**src/rtl/mem_arbiter.sv**
```systemverilog
// Shared RAM port arbiter for the downloader, RAM eraser and VTL chip.
// Fixed priority dl > er > vdc, with vdc promoted once it has waited STARVE_LIMIT cycles.
module mem_arbiter #(
    parameter int RD_LATENCY   = 1,
    parameter int STARVE_LIMIT = 8
) (
    input  logic        F14Mx2,
    input  logic        reset_n,
    input  logic        dl_req,
    input  logic        er_req,
    input  logic        vdc_req,
    input  logic        dl_we,
    input  logic        er_we,
    input  logic        vdc_we,
    input  logic [24:0] dl_addr,
    input  logic [24:0] er_addr,
    input  logic [24:0] vdc_addr,
    input  logic [7:0]  dl_wdata,
    input  logic [7:0]  er_wdata,
    input  logic [7:0]  vdc_wdata,
    output logic        dl_ack,
    output logic        er_ack,
    output logic        vdc_ack,
    output logic [7:0]  dl_rdata,
    output logic [7:0]  er_rdata,
    output logic [7:0]  vdc_rdata,
    output logic        dl_rvalid,
    output logic        er_rvalid,
    output logic        vdc_rvalid,
    output logic [24:0] mem_addr,
    output logic [7:0]  mem_din,
    output logic        mem_wr,
    output logic        mem_rd,
    input  logic [7:0]  mem_dout,
    output logic        busy
);

    typedef enum logic [1:0] {ST_IDLE, ST_ISSUE, ST_WAIT} state_t;

    localparam logic [1:0] OWN_DL     = 2'd0;
    localparam logic [1:0] OWN_ER     = 2'd1;
    localparam logic [1:0] OWN_VDC    = 2'd2;
    localparam logic [3:0] LAT_LOAD   = 4'(RD_LATENCY - 1);
    localparam logic [7:0] STARVE_MAX = 8'(STARVE_LIMIT);

    state_t      state_q, state_d;
    logic [1:0]  owner_q, owner_d;
    logic [24:0] addr_q, addr_d;
    logic        we_q, we_d;
    logic [7:0]  wdata_q, wdata_d;
    logic [3:0]  lat_q, lat_d;
    logic [7:0]  starve_q, starve_d;
    logic [7:0]  rdata_q [3];
    logic [7:0]  rdata_d [3];
    logic [2:0]  rvalid_q, rvalid_d;

    logic [2:0]  req_v;
    logic [2:0]  we_v;
    logic [24:0] addr_v  [3];
    logic [7:0]  wdata_v [3];
    logic [2:0]  ack;
    logic        starved;
    logic        vdc_holds;
    logic        win;
    logic [1:0]  win_id;

    assign req_v   = {vdc_req, er_req, dl_req};
    assign we_v    = {vdc_we, er_we, dl_we};
    assign addr_v  = '{dl_addr, er_addr, vdc_addr};
    assign wdata_v = '{dl_wdata, er_wdata, vdc_wdata};

    generate
        for (genvar gi = 0; gi < 3; gi++) begin : g_ack
            assign ack[gi] = (state_q == ST_ISSUE) && (owner_q == 2'(gi));
        end
    endgenerate

    assign starved   = (starve_q == STARVE_MAX);
    assign vdc_holds = (state_q != ST_IDLE) && (owner_q == OWN_VDC);

    // A starved vdc pre-empts the fixed order, but only at this IDLE decision point.
    always_comb begin
        win    = 1'b1;
        win_id = OWN_DL;
        if (starved && vdc_req) win_id = OWN_VDC;
        else if (dl_req)        win_id = OWN_DL;
        else if (er_req)        win_id = OWN_ER;
        else if (vdc_req)       win_id = OWN_VDC;
        else                    win    = 1'b0;
    end

    always_comb begin
        starve_d = starve_q;
        if (!vdc_req || ack[2])
            starve_d = '0;
        else if (!vdc_holds && !starved)
            starve_d = starve_q + 8'd1;
    end

    always_comb begin
        state_d  = state_q;
        owner_d  = owner_q;
        addr_d   = addr_q;
        we_d     = we_q;
        wdata_d  = wdata_q;
        lat_d    = lat_q;
        rvalid_d = '0;
        for (int i = 0; i < 3; i++) rdata_d[i] = rdata_q[i];
        case (state_q)
            ST_IDLE: begin
                if (win) begin
                    owner_d = win_id;
                    state_d = ST_ISSUE;
                    for (int i = 0; i < 3; i++) begin
                        if (win_id == 2'(i)) begin
                            addr_d  = addr_v[i];
                            we_d    = we_v[i];
                            wdata_d = wdata_v[i];
                        end
                    end
                end
            end
            ST_ISSUE: begin
                if (we_q) begin
                    state_d = ST_IDLE;
                end else begin
                    lat_d   = LAT_LOAD;
                    state_d = ST_WAIT;
                end
            end
            ST_WAIT: begin
                if (lat_q == '0) begin
                    for (int i = 0; i < 3; i++) begin
                        if (owner_q == 2'(i)) begin
                            rdata_d[i]  = mem_dout;
                            rvalid_d[i] = 1'b1;
                        end
                    end
                    state_d = ST_IDLE;
                end else begin
                    lat_d = lat_q - 4'd1;
                end
            end
            default: state_d = ST_IDLE;
        endcase
    end

    always_ff @(posedge F14Mx2 or negedge reset_n) begin
        if (!reset_n) begin
            state_q  <= ST_IDLE;
            owner_q  <= OWN_DL;
            addr_q   <= '0;
            we_q     <= 1'b0;
            wdata_q  <= '0;
            lat_q    <= '0;
            starve_q <= '0;
            rvalid_q <= '0;
            for (int i = 0; i < 3; i++) rdata_q[i] <= '0;
        end else begin
            state_q  <= state_d;
            owner_q  <= owner_d;
            addr_q   <= addr_d;
            we_q     <= we_d;
            wdata_q  <= wdata_d;
            lat_q    <= lat_d;
            starve_q <= starve_d;
            rvalid_q <= rvalid_d;
            for (int i = 0; i < 3; i++) rdata_q[i] <= rdata_d[i];
        end
    end

    assign mem_addr   = addr_q;
    assign mem_din    = wdata_q;
    assign mem_wr     = (state_q == ST_ISSUE) && we_q;
    assign mem_rd     = (state_q == ST_ISSUE) && !we_q;
    assign busy       = (state_q != ST_IDLE);
    assign dl_ack     = ack[0];
    assign er_ack     = ack[1];
    assign vdc_ack    = ack[2];
    assign dl_rdata   = rdata_q[0];
    assign er_rdata   = rdata_q[1];
    assign vdc_rdata  = rdata_q[2];
    assign dl_rvalid  = rvalid_q[0];
    assign er_rvalid  = rvalid_q[1];
    assign vdc_rvalid = rvalid_q[2];

endmodule
```
**config.mk**
```make
export PLATFORM = sky130hd
export DESIGN_NAME = mem_arbiter
export DESIGN_NICKNAME = d
export VERILOG_FILES = /design/src/rtl/mem_arbiter.sv
export SDC_FILE = /design/constraint.sdc
export NUM_CORES = 1
export LEC_CHECK = 0
export ABC_AREA = 1
export ABC_CLOCK_PERIOD_IN_PS = 1900
export CORE_UTILIZATION = 30
export DETAILED_ROUTE_END_ITERATION = 7
export GPL_TIMING_DRIVEN = 0
export PLACE_DENSITY = 0.72
export SKIP_CTS_REPAIR_TIMING = 1
export SYNTH_ARGS = -nofsm -noshare
export SYNTH_HDL_FRONTEND = slang
export SYNTH_SLANG_ARGS = --single-unit
export TNS_END_PERCENT = 50
```
**constraint.sdc**
```tcl
create_clock -name F14Mx2 -period 1.9 [get_ports F14Mx2]
set_clock_uncertainty 0.2 [all_clocks]
set_input_delay 0.38 -clock F14Mx2 [delete_from_list [all_inputs] [get_ports F14Mx2]]
set_output_delay 0.38 -clock F14Mx2 [all_outputs]
set_load 0.01 [all_outputs]
```
* Yosys cells after proc, flatten, opt, wreduce, memory -nomap -nowiden
Cells that the tools add are included.
** Storage, ports and cells
- Flip-flop bits (word level) :: 77
- Input port bits :: 115
- Output and inout port bits :: 66
- Word-level logic and storage cells :: 83
** Cells by class
- Add/subtract/negate cells :: 2
- Equality and inequality tests :: 11
- Muxes and demuxes :: 31
- Reduce and logical (&&, ||, !) cells :: 28
** Operator list (count)
- 2-to-1 mux 25 bit :: 3
- 2-to-1 mux 8 bit :: 5
- AND reduction 3 bit :: 5
- 2-to-1 mux 2 bit :: 7
- 2-to-1 mux 1 bit :: 10
- adder 8 x 1 -> 8 bit, second input constant :: 1
- equality test 8 x 4 -> 1 bit, second input constant :: 1
- logical AND 1 bit :: 8
- 2-to-1 mux 4 bit :: 2
- != test 2 bit, second input constant :: 4
- one-hot mux 4 bit (2 select lines) :: 1
- equality test 2 x 1 -> 1 bit, second input constant :: 3
- equality test 2 bit, second input constant :: 3
- logical NOT 2 bit :: 3
- 2-to-1 mux 3 bit :: 2
- one-hot mux 2 bit (3 select lines) :: 1
- nonzero test 2 bit :: 3
- logical NOT 1 bit :: 4
- logical NOT 4 bit :: 1
- AND reduction 2 bit :: 2
- subtractor 4 x 1 -> 4 bit, second input constant :: 1
- nonzero test 3 bit :: 1
- logical OR 1 bit :: 1

* Longest topological paths before layout
Gate-level depths: netlist of the first run.
- Word-level depth :: 8
- Depth in mapped cells :: 11
- Gate-level depth less buffers :: 10

* Least setup slack after synthesis of the first run
OpenSTA, ideal clock, no wires.
- Path kind :: flip-flop to flip-flop
- From :: register starve_q[0]
- To :: register addr_q[10] (netlist: mem_addr[10])
- Setup time :: 0.117 ns
- Arrival :: 1.439 ns
- Required time :: 1.583 ns
- Path slack :: 0.144 ns
- Stages on the path, launching flop included :: 11
- Buffers on the path :: 1
- Clock period less this slack :: 1.756 ns
- Cell sequence :: dfrtp_1 > inv_1 > ha_1 > nand3_1 > nor2_2 > nand2_2 > nand2_2 > buf_2 > nand2_1 > nand3_1 > nand2_1
** On the way
- Word-level cells in the longest chain between the ends :: 6
- Elaborated cells on any way between the ends :: 11
- Classes of those cells :: eq/ne (3); mux (4); reduce/logical (4)
** RTL lines
- start, declared :: line 52 : logic [7:0] starve_q, starve_d;
- start signal, assigned :: line 166 : starve_q <= starve_d;
- equality test 8 x 4 -> 1 bit * :: line 78 : assign starved = (starve_q == STARVE_MAX);
- logical AND 1 bit * :: line 85 : if (starved && vdc_req) win_id = OWN_VDC;
- 2-to-1 mux 2 bit :: line 85
- equality test 2 x 1 -> 1 bit (tied with other cells) :: line 115 : if (win_id == 2'(i)) begin
- nonzero test 3 bit (no line) or 2-to-1 mux 25 bit (tied branches)
- AND reduction 3 bit (no line) or 2-to-1 mux 25 bit (tied branches)
- end signal, assigned :: line 162 : addr_q <= addr_d;
- end, declared :: line 48 : logic [24:0] addr_q, addr_d;
Every way passes the cells marked *; elsewhere a longest branch is shown, timed or not.
A chain may end at the register's enable or synchronous reset.

* Final worst setup path of the first run
- From :: register state_q[1]
- To :: output dl_ack
** On the way
- Word-level cells in the longest chain between the ends :: 2
** RTL lines
- start, declared :: line 46 : state_t state_q, state_d;
- start signal, assigned :: line 160 : state_q <= state_d;
- equality test 2 x 1 -> 1 bit :: line 74 : assign ack[gi] = (state_q == ST_ISSUE) && (owner_q == 2'(gi));
- logical AND 1 bit :: line 74
- end, declared :: line 21 : output logic dl_ack,
Every way passes these cells.

==> metrics.md, run 1 <==
| Metric | Value |
|---|---|
| Number of fill cells in the layout | `1269` |
| Cell area after synthesis | `0.00422 mm2` |
| Area of the placeable core | `around 0.014 mm2` |
| Min-Delay Path Depth | `2` |
| Hold violation total from the final report | `0` |
| Slew HR | `65.4%` |
| Post-synth cell types | `23` |
| Flop2flop setup slack | `0.01 ns` |
| Worst slack on hold paths | `0.279 ns` |
| Antenna violations before repair | `0` |
| Count of placed standard cells in the final layout, fillers left out | `978` |
| HP Class | `reg2reg` |
| Critical-path maximum fanout | `4` |
| Post-synthesis sequential area ratio | `45.6%` |
| Vias per std cell | `4.52` |
| Finish-stage setup viols | `1` |
| Clk Latency, worst-skew pair | `0.34 ns` |
| Number of cells produced by synthesis | `583` |
| Nature of the critical path endpoint | `primary output` |
| Final number of max-transition violations | `0` |
| TritonCTS Sinks | `77` |
| Final worst path period need | `1.91 ns` |
| Share of final-layout standard cells stronger than drive strength 1 | `17.7%` |
| Cts bufs inserted | `9` |
| Peak supply drop | `611 uV` |
| Average footprint of a synthesized cell | `between 7 and 8 um2` |
| Library cell with the highest instance count after synthesis | `nand2_1` |
| Number of antenna diodes | `0` |
| Final worst-path setup slack | `-0.00584 ns` |
| Final critical-path share of the clock period | `100%` |
| Cell count after placement | `940` |
| First-pass GRT wire length | `20400 um` |
| Routed wirelength normalized by instance count | `14.5 um` |
| Clock root buffer master | `clkbuf_16` |
| Most common flop cell mapped by yosys | `dfrtp_1` |
| Required time of the critical path | `1.32 ns` |
| Number of routed nets with antenna violations | `0` |
| Seq cells post-synth | `77` |
| DRC violation count after routing | `0` |
| WL final | `about 14000 um` |
| Arrival time worst endpoint | `roughly 1.3 ns` |
| First drt pass iteration count | `4` |
| Level count of the clock H-tree | `3` |
| Largest cells by area after synthesis | `dfrtp_1, nand2_1, nand3_1` |
| Floorplan row count | `42` |
| Total of warnings raised by yosys | `0` |
| Power density over the cells | `1280 mW/mm2` |
| Number of ports placed on the die boundary | `between 150 and 200` |
| Violations in the final reports | `setup timing` |
| Starting Density | `31.3%` |
| Depth of the worst register-to-register path | `11` |
| Count of flip-flops with a built-in enable after synthesis | `0` |
| Slew at the pin closest to its max-slew limit | `a little over 0.5 ns` |
| Overall overflow remaining after global route | `0` |
| Cell Area, Placed | `0.00626 mm2` |
| Hold path startpoint | `er_rdata[3]` |
| Cell taking the most area after synthesis | `dfrtp_1` |
| Highest achievable clock rate | `roughly 520 MHz` |
| PortBufs | `180` |
| Vias in the first global route | `4185` |
| Endpoint of the worst register-to-register path | `mem_addr[21]` |
| Synth-to-layout area growth | `72.0%` |
| R2r startpoint | `starve_q[1]` |
| DIE AREA | `~0.015 mm2` |
| Share of synthesized registers carrying an async set or reset | `100%` |
| Type of the worst setup path | `reg2out` |
| Global-route usage over all layers | `18.3%` |
| Result of the run | `finished, violations left` |
| Maximum buffer depth of the clock tree | `2` |
| Area of all placed cells without fillers | `0.00726 mm2` |
| Overall via count from detail_route | `4422` |
| TritonCTS clock tree | `built` |
| Fraction of post-synthesis cell area in the top cell type by area | `45.6%` |
| Clock input transition at the sequential cells of the worst setup and hold paths | `0.06 ns` |
| Width of the chip | `121 um` |
| Count of max-cap constraint violations | `0` |
| Worst min-delay path endpoint | `er_rdata[3]` |
| Post-Synthesis Net Count | `around 700` |
| Iteration-0 DRC count of the detailed router | `~180` |
| Setup repair after global routing missed its margin | `yes` |
| Nets@finish | `916` |
| Top cell types by occurrence after synthesis | `nand2_1, inv_1, nand3_1, dfrtp_1, nand3b_1` |
| Largest net degree at the start of global routing | `40` |
| HPWL after DPL | `around 9700 um` |
| LEAKAGE | `3.57 nW` |
| Last weighted congestion value of the routability-driven placer | `0.823` |
| Overall die height | `between 100 and 150 um` |
| Worst Setup Start Kind | `flop` |
[sequential cells by signal, summed over array words and instances, names as in the netlist]
name and flops:
state_q 2, mem_addr 25, mem_din 8, lat_q 4
dl_rdata 8, er_rdata 8, starve_q 8, rvalid_q 3
we_q 1, vdc_rdata 8, owner_q 2
[critical path, cell delays in order, from the launching register on]
cell     delay, ns
dfrtp_1       0.42
nor2_2        0.17
inv_2         0.09
nor3_2        0.14
buf_2         0.17
[worst max-delay path by stage]
stage / from / to / slack, ns
global placement: reset_n / mem_addr[2] / -2.64
floorplan: starve_q[0] / mem_addr[10] / 0.14
global route: starve_q[1] / we_q / -0.08
detailed placement: er_req / we_q / -0.89
CTS: er_req / we_q / -0.54
finish: state_q[1] / dl_ack / -0.006
[where the power goes]
part / leakage, nW / switching (mW) / internal, mW
sequential: 0.952 / 0.417 / 2.33
clock: 0.141 / 0.724 / 1.01
combinational: 2.48 / 2.37 / 2.43
[area by class of cell]
| cell class | instances | area [um2] | share of cell area (%) |
|---|---|---|---|
| Sequential cell | 77 | 1930 | 26.5 |
| Clock buffer | 9 | 225 | 3.10 |
| Buffer | 25 | 201 | 2.77 |
| Multi-Input combinational cell | 380 | 2160 | 29.8 |
| Inverter | 103 | 387 | 5.33 |
| Clock inverter | 6 | 65.1 | 0.896 |
| Tap cell | 176 | 220 | 3.03 |
| Timing Repair Buffer | 202 | 2070 | 28.5 |
[cells in the final DEF, fill, tap and decap left out, types with 2 or more instances in the layout]
master / n
nand2_1: 177
clkdlybuf4s50_1: 166
inv_1: 84
dfrtp_1: 77
nand3_1: 40
nand3_2: 35
nand3b_1: 35
o21ai_0: 32
buf_4: 16
nor2_1: 12
clkbuf_16: 12
clkinv_1: 10
inv_2: 9
buf_2: 8
nand2_2: 8
clkbuf_2: 8
dlymetal6s2s_1: 7
nor2_4: 6
buf_6: 6
buf_8: 6
nor3_1: 6
nand3_4: 5
nand4_1: 4
nor3_2: 3
nand2_8: 3
a21oi_1: 3
buf_12: 3
nor2_2: 2
clkbuf_4: 2
o21ai_1: 2
ha_1: 2
clkinv_2: 2
clkinv_4: 2
[metal layers]
layer	up-vias	routed length, um	GRT usage, %
li1	2248	-	-
met1	1994	6140	21.3
met2	165	6720	31.1
met3	15	1090	6.04
met4	0	201	6.71
met5	-	0	0
[per-stage QoR]
stage / power, mW / setup slack (ns) / utilization [%] / TNS (ns)
after floorplan: 4.63 / 0.144 / - / 0
after global placement: 6.73 / -2.64 / 46.2 / -232.71
after detailed placement: 6.82 / -0.895 / 46.4 / -31.01
after CTS: 8.58 / -0.538 / 48.5 / -18.61
after global routing: 9.94 / -0.0818 / 53.8 / -2.68
final: 9.28 / -0.00584 / 53.8 / -0.00584
[cells by family (layout without fill, tap and decap cells)]
| group | after synthesis | after routing | share of synthesized area (%) |
|---|---|---|---|
| and+or+nand+nor | 336 | 337 | 36.5 |
| buffers and inverters | 128 | 345 | 12.0 |
| AOI/OAI and AO/OA | 39 | 40 | 4.95 |
| DFF | 77 | 77 | 45.6 |
| adders and majority gates | 3 | 3 | 0.889 |
Power figures use the tool's default switching activity.
==> run 2: changes to the inputs <==
GPL_TIMING_DRIVEN = default   (was 0)
==> run 2 against run 1 <==
Net effect:
- the run now ends clean
- die area unchanged
- core utilization is 3.1 points lower
- sequential power is 1% lower
- cell area is 5.7% lower
- first-iteration DRC count is 15% higher
- combinational power decreased by 12%
- clock power fell by 6%
- non-clock buffer count fell by 11
- register-to-register slack improved by 0.11 ns
- count of clock-buffer cells in the layout up 1
- via count is 2.6% lower
- worst hold slack gained 0.0021 ns
- critical endpoint is now mem_addr[0]
==> metrics.md, run 2 (synthesis gave the netlist of run 1 again) <==
| Metric | Value |
|---|---|
| Final Total Pwr | `8.55 mW (was 9.28 mW)` |
| Worst Setup Start Kind | `flop (unchanged)` |
| Result of the run | `complete, no violations (was finished, violations left)` |
| Slew HR | `75.4% (was 65.4%)` |
| Final number of max-transition violations | `0 (unchanged)` |
| Routed wirelength normalized by instance count | `12.9 um (was 14.5 um)` |
| Depth of the worst register-to-register path | `10 (was 11)` |
| R2r startpoint | `starve_q[0] (was starve_q[1])` |
| Cell count after placement | `947 (was 940)` |
| Vias in the first global route | `4157 (was 4185)` |
| HP Class | `reg2reg (unchanged)` |
| Number of ports placed on the die boundary | `181 (unchanged)` |
| WL final | `12500 um (was 14100 um)` |
| Clk Latency, worst-skew pair | `0.34 ns (about the same)` |
| Overall die height | `121 um (unchanged)` |
| Peak supply drop | `470 uV (was 611 uV)` |
| Hold violation total from the final report | `0 (unchanged)` |
| Sequence of cells on the critical path | `clkdlybuf4s50_1 (was nor2_2 > inv_2 > nor3_2 > buf_2)` |
| Vias per std cell | `4.46 (was 4.52)` |
| Floorplan row count | `42 (unchanged)` |
| Iteration-0 DRC count of the detailed router | `201 (was 175)` |
| Nets@finish | `903 (was 916)` |
| Clock input transition at the sequential cells of the worst setup and hold paths | `0.06 ns (about the same)` |
| Setup repair after global routing missed its margin | `yes (unchanged)` |
| Power density over the cells | `1250 mW/mm2 (was 1280 mW/mm2)` |
| Cell with the biggest individual delay on the critical path | `clkdlybuf4s50_1 (was dfrtp_1)` |
| Maximum buffer depth of the clock tree | `2 (unchanged)` |
| Area of the placeable core | `0.0135 mm2 (unchanged)` |
| Clock root buffer master | `clkbuf_16 (unchanged)` |
| Cell family with most CP delay | `buffers and inverters (was flip-flops)` |
| Nature of the critical path endpoint | `primary output (unchanged)` |
| Number of antenna diodes | `0 (unchanged)` |
| Worst min-delay path endpoint | `lat_q[1] (was er_rdata[3])` |
| Number of fill cells in the layout | `1323 (was 1269)` |
| Level count of the clock H-tree | `3 (unchanged)` |
| Highest achievable clock rate | `538 MHz (was 525 MHz)` |
| Width of the chip | `121 um (unchanged)` |
| First drt pass iteration count | `5 (was 4)` |
| Last weighted congestion value of the routability-driven placer | `0.861 (was 0.823)` |
| Endpoint of the worst register-to-register path | `mem_addr[7] (was mem_addr[21])` |
| DRC violation count after routing | `0 (unchanged)` |
| Flip-flop count of the largest register after layout | `25 (unchanged)` |
| Cts bufs inserted | `9 (unchanged)` |
| Global-route usage over all layers | `18.0% (was 18.3%)` |
| Hold path startpoint | `lat_q[1] (was er_rdata[3])` |
| Flop2flop setup slack | `0.12 ns (was 0.01 ns)` |
| Most used cells in the layout excluding fill and tap cells | `nand2_1, clkdlybuf4s50_1, inv_1, nand3_1, dfrtp_1 (was nand2_1, clkdlybuf4s50_1, inv_1, dfrtp_1, nand3_1)` |
| TritonCTS clock tree | `built (unchanged)` |
| Synth-to-layout area growth | `62.2% (was 72.0%)` |
| Slew at the pin closest to its max-slew limit | `0.367 ns (was 0.518 ns)` |
| First-pass GRT wire length | `20200 um (was 20400 um)` |
| Antenna violations before repair | `1 (was 0)` |
| End-of-flow core utilization | `50.7% (was 53.8%)` |
| Type of the worst setup path | `reg2out (unchanged)` |
| Count of max-cap constraint violations | `0 (unchanged)` |
| Finish-stage setup viols | `0 (was 1)` |
| Critical-path maximum fanout | `2 (was 4)` |
| PortBufs | `180 (unchanged)` |
| Count of placed standard cells in the final layout, fillers left out | `966 (was 978)` |
| Worst slack on hold paths | `0.281 ns (was 0.279 ns)` |
| Biggest cell delay along the critical path | `0.56 ns (was 0.42 ns)` |
| LEAKAGE | `3.43 nW (was 3.57 nW)` |
| Arrival time worst endpoint | `1.28 ns (was 1.33 ns)` |
| Final worst path period need | `1.86 ns (was 1.91 ns)` |
| Number of buffers and inverters on the critical path | `1 (was 2)` |
| Final critical-path share of the clock period | `97.8% (was 100%)` |
| Most common cell after layout, fill and taps aside | `nand2_1 (unchanged)` |
| Min-Delay Path Depth | `2 (unchanged)` |
| Starting Density | `31.3% (unchanged)` |
| HPWL after DPL | `9480 um (was 9680 um)` |
| Overall via count from detail_route | `4307 (was 4422)` |
| Share of final-layout standard cells stronger than drive strength 1 | `9.49% (was 17.7%)` |
| Overall overflow remaining after global route | `0 (unchanged)` |
| DIE AREA | `0.0146 mm2 (unchanged)` |
| TritonCTS Sinks | `77 (unchanged)` |
| Required time of the critical path | `1.32 ns (about the same)` |
| Number of routed nets with antenna violations | `0 (unchanged)` |
| Largest net degree at the start of global routing | `31 (was 40)` |
## run 2: changes by cell type in the layout (fill, tap and decap cells not counted), sizes merged, moves of 2 or more
cell,previous run,this run
dlymetal6s2s,7,4
buf,39,37
clkdlybuf4s50,166,171
inv,93,95
clkbuf,23,13
## run 2: how the worst max path moves through the flow
stage / cells past startpoint / start / to
final: 1 / mem_addr[0] / mem_addr[0]
after global routing: 5 / state_q[0] / dl_ack
after floorplan: 10 / starve_q[0] / mem_addr[10]
after global placement: 8 / vdc_req / mem_addr[7]
after CTS: 4 / state_q[1] / dl_ack
after detailed placement: 8 / vdc_req / mem_addr[7]
## run 2: worst min-delay path: cells and delay by family (launching register included)
| kind | cells | cell delay, ns |
|---|---|---|
| AOI/OAI and AO/OA | 1 | 0.05 |
| DFF | 1 | 0.34 |
| and+or+nand+nor | 1 | 0.05 |
## run 2: routing by layer
metal	track usage, %	up-vias	share of wire (%)
met5	0	-	0
met1	21.7	1908	43
met3	5.28	13	8.9
li1	-	2217	-
met4	6.56	0	1.5
met2	30.2	169	47
## run 2: layout make-up
cell class              instances  area, um2  share of cell area, %
clock buffers                  10        229                   3.34
clock inverters                 6       47.5                  0.695
inverters                     103        387                   5.65
multi-input cells             378       1840                   26.9
flip-flops and latches         77       1930                   28.1
well taps                     176        220                   3.22
repair buffers                216       2200                   32.1
## run 2: report_power, final
group,switching [mW],internal (mW),total (mW)
Sequential,0.379,2.33,2.71
Combinational,2.06,2.15,4.22
Clock,0.723,0.896,1.62
## run 2: through the flow
stage / setup TNS (ns) / setup WS (ns) / instance area, um2
2_1_floorplan: 0 / 0.144 / 4220
3_3_place_gp: -4.31 / -0.152 / 6490
3_5_place_dp: -5.86 / -0.186 / 6490
4_1_cts: -2.11 / -0.425 / 6770
5_1_grt: -0.0560 / -0.0202 / 6850
6_report: 0 / 0.0427 / 6850
==> run 3: changes to the inputs <==
ABC_CLOCK_PERIOD_IN_PS = 2400   (was 1900)
PLACE_DENSITY = 0.7   (was 0.72)
clock period = 2.4 ns   (was 1.9 ns; I/O delays follow)
==> run 3 against run 2 <==
Net effect:
- sequential cell count did not move
- worst setup slack improved by 0.24 ns
- cell count fell by 2.2%
- clock power fell by 14%
- die area did not move
- largest cell class unchanged
- largest power group unchanged
==> metrics.md, run 3 (synthesis gave the netlist of run 1 again) <==
| Metric | Value |
|---|---|
| Clock root buffer master | `clkbuf_16 (unchanged)` |
| Count of placed standard cells in the final layout, fillers left out | `945 (was 966)` |
| Setup repair after global routing missed its margin | `no (was yes)` |
| Overall die height | `121 um (unchanged)` |
| Most used cells in the layout excluding fill and tap cells | `nand2_1, clkdlybuf4s50_1, inv_1, nand3_1, dfrtp_1 (unchanged)` |
| Cts bufs inserted | `9 (unchanged)` |
| Clk Latency, worst-skew pair | `0.34 ns (about the same)` |
| Vias in the first global route | `4301 (was 4157)` |
| LEAKAGE | `3.33 nW (was 3.43 nW)` |
| Worst slack on hold paths | `0.280 ns (was 0.281 ns)` |
| First drt pass iteration count | `4 (was 5)` |
| Synth-to-layout area growth | `57.7% (was 62.2%)` |
| PortBufs | `180 (unchanged)` |
| Last weighted congestion value of the routability-driven placer | `0.786 (was 0.861)` |
| First-pass GRT wire length | `21400 um (was 20200 um)` |
| Floorplan row count | `42 (unchanged)` |
| Overall via count from detail_route | `4285 (was 4307)` |
| TritonCTS clock tree | `built (unchanged)` |
| Final critical-path share of the clock period | `88.4%` |
| Vias per std cell | `4.53 (was 4.46)` |
| Level count of the clock H-tree | `3 (unchanged)` |
| Arrival time worst endpoint | `1.44 ns (was 1.28 ns)` |
| HPWL after DPL | `9140 um (was 9480 um)` |
| Share of final-layout standard cells stronger than drive strength 1 | `5.72% (was 9.49%)` |
| WL final | `12900 um (was 12500 um)` |
| Result of the run | `complete, no violations (unchanged)` |
| Final number of max-transition violations | `0 (unchanged)` |
| Worst Setup Start Kind | `flop (unchanged)` |
| Count of max-cap constraint violations | `0 (unchanged)` |
| Routed wirelength normalized by instance count | `13.6 um (was 12.9 um)` |
| Slew HR | `60.1% (was 75.4%)` |
| Maximum buffer depth of the clock tree | `2 (unchanged)` |
| Hold violation total from the final report | `0 (unchanged)` |
| Type of the worst setup path | `reg2out (unchanged)` |
| Number of ports placed on the die boundary | `181 (unchanged)` |
| Power density over the cells | `1020 mW/mm2 (was 1250 mW/mm2)` |
| Nature of the critical path endpoint | `primary output (unchanged)` |
| Nets@finish | `882 (was 903)` |
| Area of the placeable core | `0.0135 mm2 (unchanged)` |
| Slew at the pin closest to its max-slew limit | `0.596 ns (was 0.367 ns)` |
| Final worst path period need | `2.12 ns` |
| HP Class | `reg2reg (unchanged)` |
| Highest achievable clock rate | `471 MHz` |
| DRC violation count after routing | `0 (unchanged)` |
| Critical-path maximum fanout | `3 (was 2)` |
| Global-route usage over all layers | `19.0% (was 18.0%)` |
| Peak supply drop | `371 uV (was 470 uV)` |
| Finish-stage setup viols | `0 (unchanged)` |
| Cell count after placement | `928 (was 947)` |
| Number of routed nets with antenna violations | `0 (unchanged)` |
| Starting Density | `31.3% (unchanged)` |
| Largest net degree at the start of global routing | `38 (was 31)` |
| Required time of the critical path | `1.72 ns (was 1.32 ns)` |
| Clock input transition at the sequential cells of the worst setup and hold paths | `0.06 ns (about the same)` |
| Antenna violations before repair | `0 (was 1)` |
| Overall overflow remaining after global route | `0 (unchanged)` |
| DIE AREA | `0.0146 mm2 (unchanged)` |
| Flip-flop count of the largest register after layout | `25 (unchanged)` |
| Most common cell after layout, fill and taps aside | `nand2_1 (unchanged)` |
| Iteration-0 DRC count of the detailed router | `180 (was 201)` |
| TritonCTS Sinks | `77 (unchanged)` |
| Number of antenna diodes | `0 (unchanged)` |
| Width of the chip | `121 um (unchanged)` |
-- run 3: cell count changes in the layout (fill, tap and decap cells not counted), moves of 3 or more --
| cell | before | now |
|---|---|---|
| buf_4 | 25 | 8 |
| clkdlybuf4s50_1 | 171 | 174 |
| inv_1 | 87 | 90 |
| inv_2 | 6 | 3 |
-- run 3: stage by stage --
step | setup slack (ns) | utilization (%) | area [um2] | setup TNS, ns | power, mW
after detailed placement | 0.193 | 46.8 | 6320 | 0 | 5.45
after global routing | 0.188 | 49.3 | 6660 | 0 | 7.34
after floorplan | 0.644 | - | 4220 | 0 | 3.66
after CTS | -0.180 | 49.1 | 6630 | -0.207 | 6.89
after global placement | 0.211 | 46.8 | 6320 | 0 | 5.39
final | 0.278 | 49.3 | 6660 | 0 | 6.79
-- run 3: cell type report --
type / instances / area (um2)
inverter: 103 / 387
clock buffer: 9 / 225
tap: 176 / 220
multi-input combinational: 378 / 1800
fill: 1317 / 6850
clock inverter: 7 / 80.1
sequential: 77 / 1930
timing repair buffer: 195 / 2010
-- run 3: worst paths after layout --
path / to / startpoint / slack (ns) / depth (start not counted)
worst min register to register: vdc_rdata[6] / vdc_rdata[6] / 0.28 / 2
min in group asynchronous: lat_q[2] / reset_n / 0.42 / 2
max in group asynchronous: mem_addr[1] / reset_n / 1.02 / 3
worst min-delay path: vdc_rdata[6] / vdc_rdata[6] / 0.28 / 2
worst max register to register: mem_addr[16] / starve_q[0] / 0.40 / 11
worst max-delay path: busy / state_q[1] / 0.28 / 3
-- run 3: power breakdown --
part / switching [mW] / internal (mW) / total, mW
Sequential: 0.306 / 1.85 / 2.15
Clock: 0.577 / 0.818 / 1.40
Combinational: 1.62 / 1.62 / 3.24
Total: 2.51 / 4.29 / 6.79
-- run 3: layer usage --
metal  part of all wire, %  global-route usage, %  up-vias
met5                     0                      0        -
met4                   1.1                   5.32        0
met3                   7.9                   6.84       12
met2                    48                   32.4      145
met1                    43                   22.3     1954
li1                      -                      -     2174
-- run 3: critical path: stages (launching register included) --
cell and delay (ns):
dfrtp_1 0.40, nor2_2 0.15, inv_2 0.08, clkdlybuf4s50_1 0.48
